===== src/rtl/fetch_stage.sv =====
// Instruction-fetch stage: PC register, next-PC selection and IF/ID pipeline register.
// Optional ADDR_FAULT_EN macro enables redirect-target legality checking and a sticky AddrFault flag.
module fetch_stage #(
    parameter int unsigned                DATA_WIDTH   = 32,
    parameter logic [DATA_WIDTH-1:0]      TEXT_BASE    = 32'h0040_0000,
    parameter int unsigned                MEMORY_DEPTH = 32
) (
    input  logic                  clk,
    input  logic                  reset,
    input  logic                  Stall,
    input  logic                  Flush,
    input  logic                  BranchTaken,
    input  logic [DATA_WIDTH-1:0] BranchTarget,
    input  logic                  Jump,
    input  logic [DATA_WIDTH-1:0] JumpTarget,
    input  logic [DATA_WIDTH-1:0] InstructionIn,
    output logic [DATA_WIDTH-1:0] PC_out,
    output logic [DATA_WIDTH-1:0] IFID_Instruction,
    output logic [DATA_WIDTH-1:0] IFID_PCPlus4,
    output logic                  IFID_Valid,
    output logic                  AddrFault
);

    localparam logic [DATA_WIDTH-1:0] WORD_STEP = DATA_WIDTH'(4);
    localparam logic [DATA_WIDTH-1:0] LAST_PC   = TEXT_BASE + DATA_WIDTH'(4 * (MEMORY_DEPTH - 1));

    logic [DATA_WIDTH-1:0] pc_q;
    logic [DATA_WIDTH-1:0] pc_d;
    logic [DATA_WIDTH-1:0] pc_plus4;
    logic [DATA_WIDTH-1:0] seq_pc;
    logic [DATA_WIDTH-1:0] target_raw;
    logic [DATA_WIDTH-1:0] target;
    logic                  redirect;
    logic                  target_ok;

    assign pc_plus4 = pc_q + WORD_STEP;
    assign seq_pc   = (pc_q == LAST_PC) ? TEXT_BASE : pc_plus4;
    assign redirect = Jump | BranchTaken;

`ifdef ADDR_FAULT_EN
    localparam logic [DATA_WIDTH-1:0] TEXT_END = TEXT_BASE + DATA_WIDTH'(4 * MEMORY_DEPTH - 1);

    always_comb begin
        target_raw = Jump ? JumpTarget : BranchTarget;
        target     = target_raw;
        target_ok  = (target_raw[1:0] == 2'b00) &&
                     (target_raw >= TEXT_BASE) && (target_raw <= TEXT_END);
    end

    logic fault_q;

    always_ff @(posedge clk or negedge reset) begin
        if (!reset) begin
            fault_q <= 1'b0;
        end else if (redirect && !target_ok) begin
            fault_q <= 1'b1;
        end
    end

    assign AddrFault = fault_q;
`else
    // Without fault checking every target is accepted with its byte offset dropped.
    always_comb begin
        target_raw = Jump ? JumpTarget : BranchTarget;
        target     = target_raw & ~DATA_WIDTH'(3);
        target_ok  = 1'b1;
    end

    assign AddrFault = 1'b0;
`endif

    always_comb begin
        pc_d = pc_q;
        if (redirect) begin
            if (target_ok) begin
                pc_d = target;
            end
        end else if (!Stall) begin
            pc_d = seq_pc;
        end
    end

    always_ff @(posedge clk or negedge reset) begin
        if (!reset) begin
            pc_q <= TEXT_BASE;
        end else begin
            pc_q <= pc_d;
        end
    end

    // A redirect (legal or not) always kills the wrong-path word being fetched this cycle.
    always_ff @(posedge clk or negedge reset) begin
        if (!reset) begin
            IFID_Instruction <= '0;
            IFID_PCPlus4     <= '0;
            IFID_Valid       <= 1'b0;
        end else if (Flush || redirect) begin
            IFID_Instruction <= '0;
            IFID_PCPlus4     <= '0;
            IFID_Valid       <= 1'b0;
        end else if (!Stall) begin
            IFID_Instruction <= InstructionIn;
            IFID_PCPlus4     <= pc_plus4;
            IFID_Valid       <= 1'b1;
        end
    end

    assign PC_out = pc_q;

endmodule

===== config.mk =====
export PLATFORM = sky130hd
export DESIGN_NAME = fetch_stage
export DESIGN_NICKNAME = d
export VERILOG_FILES = /design/src/rtl/fetch_stage.sv
export SDC_FILE = /design/constraint.sdc
export NUM_CORES = 1
export LEC_CHECK = 0
export CAP_MARGIN = 20
export CORE_MARGIN = 3
export CORE_UTILIZATION = 30
export CTS_CLUSTER_DIAMETER = 60
export DETAILED_ROUTE_END_ITERATION = 7
export PLACE_DENSITY = 0.67
export SYNTH_ARGS = -nofsm -noshare
export SYNTH_HDL_FRONTEND = slang
export SYNTH_SLANG_ARGS = --single-unit

===== constraint.sdc =====
create_clock -name clk -period 2.6 [get_ports clk]
set_clock_uncertainty 0.15 [all_clocks]
set_input_delay 0.52 -clock clk [delete_from_list [all_inputs] [get_ports clk]]
set_output_delay 0.52 -clock clk [all_outputs]
set_load 0.05 [all_outputs]

# ---- After elaboration in Yosys (flattened, before gate mapping)
# Index checks and enable logic that the tools add are counted.
dict set report totals {
  elab_cells 20
  inputBits 102
  output_inout_bits 98
  regBits 97
}
dict set report op_classes {
  addsub 1
  eq_ne 3
  n_mux 10
  reduce_logical 1
  n_bitwise 1
}
# cell count
set op_table {}
lappend op_table {{2-to-1 mux 32 bit} 8}
lappend op_table {{adder 32 x 3 -> 32 bit, second input constant} 1}
lappend op_table {{equality test 32 x 23 -> 1 bit, second input constant} 1}
lappend op_table {{inequality test 2 x 1 -> 1 bit, second input constant} 2}
lappend op_table {{2-to-1 mux 1 bit} 2}
lappend op_table {{logical OR 1 bit} 1}
lappend op_table {{bitwise OR 1 bit} 1}

# ---- Logic depth before layout (Yosys ltp)
# Gate-level depths: netlist (run 1).
dict set report depth {
  ltp_word 4
  ltp_mapped 7
}

# ---- Worst setup path before layout (run 1)
# Ideal clock, no wire load.
dict set report synth_path {
  path_kind {register -> register}
  startpoint {register pc_q[2], in the netlist PC_out[2]}
  endpoint {register pc_q[20], in the netlist PC_out[20]}
  setup_slack_ns -0.124
  setup_ns 0.070
  stages_incl_launch_ff 7
  required_time_ns 2.380
  t_arrival_ns 2.504
  period_less_slack_ns 2.724
  cell_sequence {dfrtp_1 > ha_1 > nand4_2 > nor4_1 > nand3_1 > or4_1 > nand3_1}
}
dict set report synth_between {
  elab_chain_len 4
  elab_cells_between_ends 5
}
# item line
set synth_lines {}
lappend synth_lines {{start, declared} 27} ;# logic [DATA_WIDTH-1:0] pc_q;
lappend synth_lines {{start signal, assigned} 87} ;# pc_q <= pc_d;
lappend synth_lines {{adder 32 x 3 -> 32 bit or equality test 32 x 23 -> 1 bit (tied branches)} {36, 37}}
lappend synth_lines {{2-to-1 mux 32 bit (*)} 37} ;# assign seq_pc = (pc_q == LAST_PC) ? TEXT_BASE : pc_plus4;
lappend synth_lines {{2-to-1 mux 32 bit (*)} 78} ;# end else if (!Stall) begin
lappend synth_lines {{2-to-1 mux 32 bit (*)} 74} ;# if (redirect) begin
# Every way passes the cells marked *; elsewhere a longest branch is shown, timed or not. The select of a mux whose other input is x is not followed.
# A chain may end at the register's enable or synchronous reset.

# ---- Final worst setup path (run 1)
dict set report layout_path {
  startpoint {register pc_q[22], in the netlist PC_out[22]}
  endpoint {output PC_out[22]}
}
# item line
set layout_rtl {}
lappend layout_rtl {{end, declared} 17} ;# output logic [DATA_WIDTH-1:0] PC_out,
# No word-level cell between the ends.

==> results of run 1 <==
==> flip-flops by register name (all words and copies together), names as in the netlist <==
| register | cells |
|---|---|
| IFID_PCPlus4 | 30 |
| PC_out | 30 |
| IFID_Instruction | 32 |
| IFID_Valid | 1 |
==> report_power, final <==
part / internal [uW] / switching [uW] / total, uW
clock: 747 / 581 / 1330
combinational: 506 / 713 / 1220
sequential: 1530 / 124 / 1650
==> placed cells by master (no fill, tap or decap), types with 6 or more instances in the layout <==
cell type,count
a222oi_1,6
o221ai_1,6
a21oi_1,56
xnor2_1,15
clkdlybuf4s50_1,187
mux2i_1,36
dfrtp_1,89
nand4_1,10
and2_1,10
o21ai_0,31
o21a_1,10
o31ai_1,11
nand2_1,36
nand2b_1,11
buf_4,43
nor3_1,7
xor2_1,10
nor2_1,61
clkbuf_16,9
nand3_1,13
a21o_1,7
==> area by class of cell <==
class	instances	area [um2]	share of cell area
tap	220	275	0.0354
timing repair buffer	237	2290	0.295
inverter	4	15.0	0.00193
multi-input combinational	406	2560	0.330
sequential	93	2330	0.300
clock buffer	10	229	0.0295
clock inverter	6	62.6	0.00805
==> metal layers <==
layer / share of wire / wire (um) / GRT usage / vias up
li1: - / - / - / 2388
met2: 0.46 / 7930 / 0.280 / 158
met3: 0.060 / 1040 / 0.0285 / 20
met5: 0 / 0 / 0 / -
met1: 0.46 / 8000 / 0.265 / 2345
met4: 0.020 / 346 / 0.0616 / 0
==> logic make-up (layout without fill, tap and decap cells) <==
family,after synthesis,in the layout,synth area share
AND/OR/NAND/NOR,183,183,0.184
buffers and inverters,56,257,0.0478
flip-flops,93,93,0.457
adder cells (fa/ha/maj),1,1,0.00245
multiplexers,36,36,0.0707
other,1,5,0.000735
AO/OA/AOI/OAI,156,156,0.195
XOR/XNOR,25,25,0.0429
==> per-stage QoR <==
step                 util  cells  area [um2]  hold WS, ns
detailed placement  0.450    959        7460        0.323
finish              0.468    976        7770        0.332
global route        0.468    976        7770        0.367
floorplan               -    555        5120       0.0744
CTS                 0.468    976        7760        0.338
global placement    0.450    959        7460        0.317
==> repair_timing <==
action | in CTS | in global routing
hold buffers | 1 | 0
gates resized for setup | 0 | 1
endpoints found under the setup margin | 0 | 6
endpoints found under the hold margin | 23 | 0
==> worst paths after layout <==
kind | start | slack [ns] | end
worst max-delay path | PC_out[22] | 0.06 | PC_out[22]
worst min-delay path | IFID_Valid | 0.33 | IFID_Valid
worst max register to register | PC_out[15] | 0.18 | PC_out[27]
worst min register to register | IFID_Valid | 0.33 | IFID_Valid
max in group asynchronous | reset | 1.06 | IFID_Instruction[12]
min in group asynchronous | reset | 0.53 | IFID_Instruction[27]
==> results.json, run 1 <==
{
  "status": "finished, final reports clean",
  "drive_above_1_share": 0.108,
  "worst_slew_pin_slew_ns": 0.567,
  "ios": 200,
  "row_count": 47,
  "tns_ns": 0,
  "port-buffer-count": 190,
  "cts_buffers": 9,
  "synth.most_common_cell": "dfrtp_1",
  "p_per_area_mw_per_mm2": 541,
  "relSlewSlack": 0.621,
  "dieHeight_um": 136,
  "track_usage": 0.183,
  "setup_viol": 0,
  "clkLatencyLatePin_ns": 0.35,
  "place_ws_ns": 0.0661,
  "leakage_uw": 0.00324,
  "path_clk_slew_ns": 0.07,
  "synth_warnings": 0,
  "drt_iter0_drc": 464,
  "rsz0062_at_grt": "false",
  "synth.top_cells.by_area": "dfrtp_1 (45%), mux2i_1 (7.1%), a21oi_1 (5.5%)",
  "crit_cells": 2,
  "hold_path_class": "flip-flop to flip-flop",
  "final.min_clock_period_ns": 2.54,
  "async_reset_ff_frac": 1.00,
  "cts_tree": "yes",
  "avgSynthCellArea_um2": 9.26,
  "synth_seq_cells": 93,
  "max_stage_delay_ns": 0.83,
  "gp_congestion": 0.880,
  "crit_chain": "buf_4, clkdlybuf4s50_1",
  "worstPathMaxFanout": 10,
  "dpl.hpwl_mm": 13.1,
  "first_pass_iters": 6,
  "critPathArrivalTime_ns": 1.87,
  "required_ns": 1.93,
  "die_w_um": 136,
  "slowest_stage": "clkdlybuf4s50_1",
  "vias_per_cell": 5.03,
  "drc": 0,
  "diodes": 0,
  "holdPathStages": 1,
  "dieArea_mm2": 0.0186,
  "yosysSeqAreaShare": 0.457,
  "start_kind": "flip-flop",
  "drv_slew": 0,
  "grt_pass1_wl_mm": 26.6,
  "grt_pass1_vias": 4660,
  "min_period_over_period": 0.978,
  "ys_top_cells_by_count": "dfrtp_1 (92), nor2_1 (61), a21oi_1 (56)",
  "peakVddDrop_mv": 0.326,
  "cp-end-kind": "primary output",
  "critPathTopFamily": "buffers and inverters",
  "critPathKind": "flip-flop to primary output",
  "yosys.area.top_type": "dfrtp_1",
  "initial_core_util": 0.308,
  "htreeDepth": 3,
  "dr_total_vias": 4911,
  "setup_slack_ns": 0.0578,
  "ant_nets": 0,
  "ys_types": 55,
  "filler_cell_count": 1668,
  "clock_sinks": 93,
  "area_growth_pct": 52.3,
  "syn_area_mm2": 0.00510,
  "clock-root-buffer": "clkbuf_16",
  "core_area_mm2": 0.0166,
  "drv_cap": 0,
  "hold_violations": 0,
  "grt_max_degree": 47,
  "synth-edff-count": 0,
  "routedWlPerCell_um": 17.7,
  "crit_buf_inv": 2,
  "synthCells": 551,
  "post_cts_buffers": 0,
  "max_freq_mhz": 393,
  "synth.top_cell.area_share": 0.451,
  "fin_nets": 854,
  "grt-ovfl-total": 0,
  "r2r_cells": 5,
  "synth_flop_cell": "dfrtp_1",
  "power_uw": 4200,
  "clockBufferDepth": 2,
  "wl_mm": 17.3,
  "antenna_found_initial": 0
}
Power figures use the tool's default switching activity.
==> run 2, diff against run 1 <==
- CTS_BUF_LIST: not set -> sky130_fd_sc_hd__clkbuf_8
- PLACE_DENSITY: 0.67 -> not set
- PLACE_DENSITY_LB_ADDON: not set -> 0.08
==> results.json, run 2 (same netlist as run 1, synthesis figures left out) <==
{
  "gp_congestion": 0.822,
  "holdPathStages": 1,
  "cts_buffers": 9,
  "drv_cap": 0,
  "row_count": 47,
  "clockBufferDepth": 2,
  "initial_core_util": 0.308,
  "routedWlPerCell_um": 17.6,
  "r2r_start": "PC_out[21]",
  "clock_sinks": 93,
  "timing.rr.end": "PC_out[18]",
  "p_per_area_mw_per_mm2": 500,
  "peakVddDrop_mv": 0.232,
  "leakage_uw": 0.00321,
  "power_uw": 3860,
  "start_kind": "flip-flop",
  "relSlewSlack": 0.392,
  "diodes": 0,
  "setup_viol": 0,
  "hold_violations": 0,
  "top_register": "IFID_Instruction",
  "area_growth_pct": 51.2,
  "regArea_mm2": 0.00233,
  "seqPwrFrac": 0.419,
  "max_stage_delay_ns": 0.92,
  "post_cts_buffers": 0,
  "dieArea_mm2": 0.0186,
  "rsz0062_at_grt": "false",
  "r2r_cells": 6,
  "drc": 0,
  "vias_per_cell": 5.03,
  "design_area_mm2": 0.00771,
  "wl_mm": 17.3,
  "crit_buf_inv": 1,
  "core_area_mm2": 0.0166,
  "grt.busiest_layer": "met2",
  "worstPathMaxFanout": 9,
  "port-buffer-count": 190,
  "dpl-instance-area_mm2": 0.00750,
  "p_int_uw": 2420,
  "critPathArrivalTime_ns": 1.83,
  "ant_nets": 0,
  "power_frac_clock": 0.252,
  "drive_above_1_share": 0.121,
  "drt_iter0_drc": 321,
  "grt-ovfl-total": 0,
  "grt_pass1_wl_mm": 26.8,
  "worst_slew_pin_slew_ns": 0.911,
  "antenna_found_initial": 0,
  "met1_usage": 0.257,
  "dpl.hpwl_mm": 13.2,
  "fin_nets": 861,
  "tns_ns": 0,
  "max_freq_mhz": 399,
  "final.min_clock_period_ns": 2.50,
  "final_common_cell": "clkdlybuf4s50_1",
  "min_period_over_period": 0.963,
  "filler_cell_count": 1632,
  "switchingPower_uw": 1430,
  "hold_path_class": "flip-flop to flip-flop",
  "timing.hold.ws_ns": 0.342,
  "critPathTopFamily": "buffers and inverters",
  "swShare": 0.372,
  "comb_power_share": 0.329,
  "path_clk_slew_ns": 0.10,
  "slowest_stage": "clkdlybuf4s50_1",
  "cp-end-kind": "primary output",
  "ff2ff_setup_slack_ns": 0.23,
  "cts_tree": "yes",
  "hold_start": "IFID_Valid",
  "drv_slew": 0,
  "required_ns": 1.93,
  "clkLatencyLatePin_ns": 0.39,
  "largest_reg_flops": 32,
  "multiInputGateArea_mm2": 0.00256,
  "dp.cells": 966,
  "final_cell_mix": "clkdlybuf4s50_1 (186), dfrtp_1 (89), nor2_1 (61), a21oi_1 (56), buf_4 (52)",
  "ios": 200,
  "grt_max_degree": 47,
  "critPathKind": "flip-flop to primary output",
  "dieHeight_um": 136,
  "grt_pass1_vias": 5015,
  "use_met2": 0.291,
  "grt_util_met3": 0.0418,
  "status": "finished, final reports clean",
  "setup.worst_path.start": "PC_out[8]",
  "htreeDepth": 3,
  "instances_no_fill": 983,
  "dr_total_vias": 4941,
  "crit_chain": "clkdlybuf4s50_1",
  "first_pass_iters": 5,
  "track_usage": 0.185,
  "clock-root-buffer": "clkbuf_8",
  "hold_end": "IFID_Valid",
  "die_w_um": 136
}
run 2: cell types whose count changed in the layout (fill, tap and decap cells not counted), moves of 2 or more:
cell / delta
clkinv_2: -3
clkbuf_8: +9
clkbuf_16: -9
clkinvlp_4: +2
buf_4: +9
run 2: power by group through the flow:
stage          combinational [uW]  clock (uW)  sequential, uW
2_1_floorplan                 430           0            1920
3_3_place_gp                 1270           0            1640
3_5_place_dp                 1270           0            1650
4_1_cts                      1280        1010            1620
5_1_grt                      1360        1070            1630
6_report                     1270         973            1620
run 2: worst max path at each step:
stage	to	depth (start not counted)	slack, ns
2_1_floorplan	PC_out[27]	7	0.02
3_5_place_dp	PC_out[29]	5	0.03
5_1_grt	PC_out[3]	6	0.009
4_1_cts	PC_out[8]	1	0.07
3_3_place_gp	PC_out[29]	5	0.10
6_report	PC_out[8]	1	0.1
run 2: what timing repair did:
action / CTS / global route
gates resized for setup: 0 / 1
endpoints found under the setup margin: 0 / 16
hold buffers: 1 / 0
hold endpoints to repair: 35 / 0
run 2: metal layers:
metal / share of wire / vias up
met5: 0 / -
met4: 0.016 / 0
met3: 0.069 / 19
met2: 0.46 / 173
met1: 0.45 / 2366
li1: - / 2383
run 2: stage by stage:
| step | util | worst slack (ns) |
|---|---|---|
| final | 0.465 | 0.0963 |
| after global routing | 0.465 | 0.00870 |
| after CTS | 0.465 | 0.0731 |
| after detailed placement | 0.452 | 0.0274 |
| after global placement | 0.452 | 0.101 |
| after floorplan | - | 0.0211 |
run 2: cell type report:
cell class,instances,area share
multi-input cells,406,0.333
flip-flops and latches,93,0.302
repair buffers,244,0.302
well taps,220,0.0357
clock buffers,9,0.0161
clock inverters,7,0.00892
inverters,4,0.00195
